<file path="src/rtl/radix4_booth_mul.sv">
// Sequential radix-4 Booth multiplier for RV32M MUL/MULH/MULHSU/MULHU: 17 iterations, one op in flight.
// Opcode encoding: 0=MUL_NONE 1=MUL 2=MULH 3=MULHSU 4=MULHU. Optional zero early-out: RADIX4_MUL_EARLY_OUT_EN.
module radix4_booth_mul #(
  parameter int unsigned WIDTH = 32
) (
  input  logic             clk,
  input  logic             rst,
  input  logic             mul_in_valid_i,
  output logic             mul_in_ready_o,
  input  logic [WIDTH-1:0] mul_in_data_a_i,
  input  logic [WIDTH-1:0] mul_in_data_b_i,
  input  logic [2:0]       mul_in_opcode_i,
  output logic             mul_out_valid_o,
  input  logic             mul_out_ready_i,
  output logic [WIDTH-1:0] mul_out_data_o
);

  localparam int unsigned XW    = WIDTH + 2;
  localparam int unsigned AW    = XW + 1;
  localparam int unsigned PW    = AW + XW;
  localparam int unsigned ITERS = XW / 2;
  localparam int unsigned CW    = $clog2(ITERS);
  localparam logic [CW-1:0] LAST = CW'(ITERS - 1);

  typedef enum logic [1:0] {S_IDLE, S_CALC, S_DONE} state_e;
  typedef enum logic [2:0] {
    MUL_NONE = 3'd0,
    MUL      = 3'd1,
    MULH     = 3'd2,
    MULHSU   = 3'd3,
    MULHU    = 3'd4
  } mul_op_e;

  state_e           state_q, state_d;
  mul_op_e          op_q, op_in;
  logic [XW-1:0]    m_q;
  logic [PW-1:0]    p_q, p_d;
  logic             booth_q;
  logic [CW-1:0]    cnt_q;
  logic [WIDTH-1:0] result_q, result_d;

  logic             in_fire, out_fire, op_valid, zero_op, skip_calc;
  logic             a_sgn, b_sgn;
  logic [XW-1:0]    a_ext, b_ext;
  logic [AW-1:0]    m_ext, m_dbl, addend, acc_sum;

  assign in_fire  = mul_in_valid_i & mul_in_ready_o;
  assign out_fire = mul_out_valid_o & mul_out_ready_i;
  assign op_in    = mul_op_e'(mul_in_opcode_i);
  assign op_valid = op_in inside {MUL, MULH, MULHSU, MULHU};

`ifdef RADIX4_MUL_EARLY_OUT_EN
  assign zero_op = (mul_in_data_a_i == '0) || (mul_in_data_b_i == '0);
`else
  assign zero_op = 1'b0;
`endif

  // Unknown opcodes are treated as MUL_NONE: straight to S_DONE with a zero result.
  assign skip_calc = !op_valid || zero_op;

  assign a_sgn = (op_in != MULHU);
  assign b_sgn = (op_in == MUL) || (op_in == MULH);
  assign a_ext = {{2{a_sgn & mul_in_data_a_i[WIDTH-1]}}, mul_in_data_a_i};
  assign b_ext = {{2{b_sgn & mul_in_data_b_i[WIDTH-1]}}, mul_in_data_b_i};

  assign m_ext = {m_q[XW-1], m_q};
  assign m_dbl = {m_q, 1'b0};

  always_comb begin
    addend = '0;
    case ({p_q[1:0], booth_q})
      3'b001, 3'b010: addend = m_ext;
      3'b011:         addend = m_dbl;
      3'b100:         addend = '0 - m_dbl;
      3'b101, 3'b110: addend = '0 - m_ext;
      default:        addend = '0;
    endcase
  end

  // Add into the accumulator, then arithmetic shift of the whole 69-bit register by two.
  assign acc_sum  = p_q[PW-1:XW] + addend;
  assign p_d      = {{2{acc_sum[AW-1]}}, acc_sum, p_q[XW-1:2]};
  assign result_d = (op_q == MUL) ? p_d[WIDTH-1:0] : p_d[2*WIDTH-1:WIDTH];

  always_ff @(posedge clk or negedge rst) begin
    if (!rst) begin
      state_q <= S_IDLE;
    end else begin
      state_q <= state_d;
    end
  end

  always_comb begin
    state_d = state_q;
    case (state_q)
      S_IDLE: if (in_fire) state_d = skip_calc ? S_DONE : S_CALC;
      S_CALC: if (cnt_q == LAST) state_d = S_DONE;
      S_DONE: if (out_fire) state_d = S_IDLE;
      default: state_d = S_IDLE;
    endcase
  end

  always_comb begin
    mul_in_ready_o  = (state_q == S_IDLE);
    mul_out_valid_o = (state_q == S_DONE);
    mul_out_data_o  = result_q;
  end

  always_ff @(posedge clk or negedge rst) begin
    if (!rst) begin
      op_q     <= MUL_NONE;
      m_q      <= '0;
      p_q      <= '0;
      booth_q  <= 1'b0;
      cnt_q    <= '0;
      result_q <= '0;
    end else begin
      case (state_q)
        S_IDLE: begin
          if (in_fire) begin
            op_q     <= op_valid ? op_in : MUL_NONE;
            m_q      <= a_ext;
            p_q      <= {{AW{1'b0}}, b_ext};
            booth_q  <= 1'b0;
            cnt_q    <= '0;
            result_q <= '0;
          end
        end
        S_CALC: begin
          p_q     <= p_d;
          booth_q <= p_q[1];
          if (cnt_q == LAST) begin
            cnt_q    <= '0;
            result_q <= result_d;
          end else begin
            cnt_q <= cnt_q + 1'b1;
          end
        end
        default: ;
      endcase
    end
  end

endmodule
</file>
<file path="config.mk">
export PLATFORM = sky130hd
export DESIGN_NAME = radix4_booth_mul
export DESIGN_NICKNAME = d
export VERILOG_FILES = /design/src/rtl/radix4_booth_mul.sv
export SDC_FILE = /design/constraint.sdc
export NUM_CORES = 1
export LEC_CHECK = 0
export ABC_AREA = 1
export BUFFER_PORTS_ARGS = -buffer_cell sky130_fd_sc_hd__buf_4
export CAP_MARGIN = 10
export CORE_ASPECT_RATIO = 0.8
export CORE_UTILIZATION = 44
export CTS_CLUSTER_DIAMETER = 100
export DETAILED_ROUTE_END_ITERATION = 10
export GPL_TIMING_DRIVEN = 1
export HOLD_SLACK_MARGIN = 0.08
export PLACE_DENSITY = 0.66
export SYNTH_ARGS = -nofsm -noshare
export SYNTH_HDL_FRONTEND = slang
export SYNTH_SLANG_ARGS = --single-unit
export TNS_END_PERCENT = 100
</file>
<file path="constraint.sdc">
create_clock -name clk -period 7.8 [get_ports clk]
set_clock_uncertainty 0.05 [all_clocks]
set_input_delay 0.39 -clock clk [delete_from_list [all_inputs] [get_ports clk]]
set_output_delay 0.39 -clock clk [all_outputs]
set_load 0.01 [all_outputs]
</file>
==> impl_metrics.tcl <==
set metrics [dict create \
    grt_usage 0.280 \
    core_area_um2 22700 \
    synthAdderAreaFrac 0.0468 \
    yosysUniqueCellTypes 50 \
    worst_slack_ns 3.65 \
    power.density_nw_per_um2 497 \
    synth-seq-cells 143 \
    synth_nets 1644 \
    cts_made_buffers 17 \
    arrival_ns 4.42 \
    vias 10500 \
    worst_hold_path.num_cells 3 \
    synth.area.top_cells "dfrtp_1 (35%), nand2_1 (20%), inv_1 (7.3%), nand3_1 (5.1%), o21ai_0 (4.9%)" \
    root_buffer "clkbuf_16" \
    fp-row-count 49 \
    antenna_cells 0 \
    insertion_delay_ns 0.44 \
    globalplace.congestion 0.963 \
    cts_tree "built" \
    synthArstFlopShare 1.00 \
    cp_max_fo 5 \
    ys.flop_type "dfrtp_1" \
    synth_edf_count 0 \
    synthesis.area_um2 10300 \
    firstDrtPassIters 6 \
    die_x_um 173 \
    status "finished, final reports clean" \
    drt-initial-drc-count 1105 \
    cts_hold_buf 3 \
    dp_slack_ns 3.80 \
    avgSynthCellArea_um2 6.72 \
    startpoint_type "register" \
    regArea_um2 3580 \
    nFillCells 2286 \
    timing.max_cap.violations 0 \
    postRouteWirelength_mm 32.7 \
    hold_path.class "input pin to register" \
    ys_seq_area_frac 0.347 \
    ir_drop_uv 355 \
    avgViaCountPerCell 5.42 \
    required_ns 8.07 \
    nets 1729 \
    drcViolationCount 0 \
    die_area_um2 24100 \
    antenna_found_initial 0 \
    synth_simple_gate_area_frac 0.342 \
    io_pins 105 \
    setup_viol 0 \
    synth_compound_area_frac 0.140 \
    setup_tns_ns 0 \
    start_util 0.453 \
    slew_viol_final 0 \
    clk_path_buf_depth 2 \
    multiInputGateArea_um2 5720 \
    r2r-start "m_q[0]" \
    overflow 0 \
    synthXorXnorAreaFrac 0.0254 \
    min_to "m_q[3]" \
    ant_nets 0 \
    grt_pass1_vias 10000 \
    crit_type "register to register" \
    timing.final.crit_share 0.532 \
    drive_gt1_frac 0.112 \
    final_cell_mix "nand2_1 (536), inv_1 (201), dfrtp_1 (143)" \
    synth.mux.area_fraction 0 \
    hp-start "mul_in_data_a_i[3]" \
    netlist.area_leader.share 0.347 \
    wl_per_cell_um 16.9 \
    post_cts_resize_count 0 \
    htree_levels 4 \
    ys.warnings.count 0 \
    endpoint_kind "register" \
    grt_pass1_wl_mm 53.4 \
    grt_max_degree 83 \
    maxSlewHeadroom 0.376 \
    io_buffer_count 104 \
    clock_sink_count 143 \
    rr_worst_depth 20 \
    grt_setup_unrepaired "false" \
    tightest_slew_ns 0.936 \
    yosysTopAreaCell "dfrtp_1" \
    dp.final_hpwl_mm 24.4 \
    die-height_um 139 \
    fin_crit_ns 4.15 \
    p_leak_uw 0.00624 \
    r2r_end "p_q[67]" \
    synthCells 1535 \
    synth_top_family_by_area "simple AND/OR/NAND/NOR gates" \
    r2r_slack_ns 3.65 \
    clk_pin_slew_ns 0.07 \
    areaGrowthSynthToFinish_pct 16.2 \
    layout_commonest_cell "nand2_1" \
    post-cts-setup-buffers 0 \
    max_freq_mhz 241 \
    finalHoldViolCount 0 \
]
-- cell type report --
type / count / area share
well taps: 306 / 0.0320
clock buffers: 17 / 0.0355
inverters: 212 / 0.0664
clock inverters: 15 / 0.0152
flip-flops and latches: 143 / 0.299
multi-input cells: 1131 / 0.477
repair buffers: 115 / 0.0747
-- worst max-delay path, cell delays in order, from the launching register on --
cell       delay (ns)
dfrtp_1          0.39
inv_2            0.12
ha_1             0.35
nand3_2          0.17
inv_1            0.08
nand3_1          0.26
nor3_1           0.43
nand2_1          0.12
nand3_1          0.12
o2111ai_1        0.16
ha_1             0.41
nand2_1          0.11
nor2_1           0.28
inv_1            0.07
nor2_1           0.23
and3_1           0.20
nand3_1          0.13
nand3_1          0.13
nand2_1          0.06
nand3_1          0.08
nand2_1          0.06
-- report_power, final --
group / total [µW] / switching (µW) / internal [µW] / leakage, µW
Combinational: 3900 / 2690 / 1220 / 0.00413
Clock: 844 / 408 / 436 / 0.000294
Sequential: 1200 / 196 / 1000 / 0.00182
-- worst max path at each step --
stage            from  slack [ns]                  to  depth (start not counted)
4_1_cts        m_q[0]        3.76             p_q[67]                         20
5_1_grt        p_q[0]        3.28  mul_out_data_o[19]                         21
2_1_floorplan  m_q[0]        4.84  mul_out_data_o[30]                         25
3_5_place_dp   m_q[1]        3.80             p_q[67]                         20
6_report       m_q[0]        3.65             p_q[67]                         20
3_3_place_gp   m_q[0]        3.81             p_q[67]                         20
-- metal layers --
metal	track usage	wire length (µm)	vias to the layer above	part of all wire
met5	0	0	-	0
met3	0.0444	2210	41	0.067
met1	0.408	15400	4919	0.47
li1	-	-	5159	-
met2	0.431	14400	396	0.44
met4	0.0703	588	0	0.018
-- state kept, by name, summed over array words and instances, names as in the netlist --
name            count
mul_out_data_o     32
booth_q             1
op_q                3
cnt_q               5
p_q                67
m_q                33
state_q             2
-- stage by stage --
| stage | cell area, µm² | hold slack (ns) | std cells | total power (µW) | util |
|---|---|---|---|---|---|
| 3_3_place_gp | 11300 | 0.418 | 1903 | 4990 | 0.497 |
| 6_report | 12000 | 0.102 | 1939 | 5950 | 0.527 |
| 5_1_grt | 12000 | 0.108 | 1939 | 6490 | 0.527 |
| 2_1_floorplan | 10300 | 0.0444 | 1535 | 3940 | - |
| 4_1_cts | 12000 | 0.0956 | 1938 | 5890 | 0.525 |
| 3_5_place_dp | 11300 | 0.419 | 1903 | 5020 | 0.497 |
-- logic make-up (layout without fill, tap and decap cells) --
kind of cell,count (synthesis),in the layout
compound gates,241,241
xor+xnor,29,29
fa+ha+maj,38,38
buf+inv,261,359
flops,143,143
simple gates,823,823
-- Yosys cell counts (2+ instances only) --
| cell | n |
|---|---|
| dfrtp_1 | 143 |
| nand3_2 | 2 |
| xnor2_1 | 13 |
| nor2_8 | 2 |
| a22oi_1 | 3 |
| o21ai_1 | 12 |
| nor3_4 | 2 |
| o221ai_1 | 3 |
| o21ai_0 | 101 |
| o2111ai_1 | 10 |
| ha_1 | 37 |
| nand2_1 | 536 |
| clkbuf_1 | 26 |
| and2_1 | 3 |
| buf_1 | 5 |
| nand3b_1 | 10 |
| nand4_1 | 19 |
| nor3_1 | 25 |
| nor2_4 | 6 |
| inv_1 | 201 |
| buf_6 | 2 |
| nor2_1 | 97 |
| o31ai_1 | 2 |
| nand3_1 | 105 |
| o211ai_1 | 21 |
| inv_2 | 10 |
| a221oi_1 | 17 |
| a32o_1 | 2 |
| buf_4 | 2 |
| nor2_2 | 7 |
| o21bai_1 | 5 |
| a21oi_1 | 48 |
| o22ai_1 | 13 |
| buf_2 | 14 |
| nand3_4 | 2 |
| xor2_1 | 15 |
(Power assumes the default switching activity.)
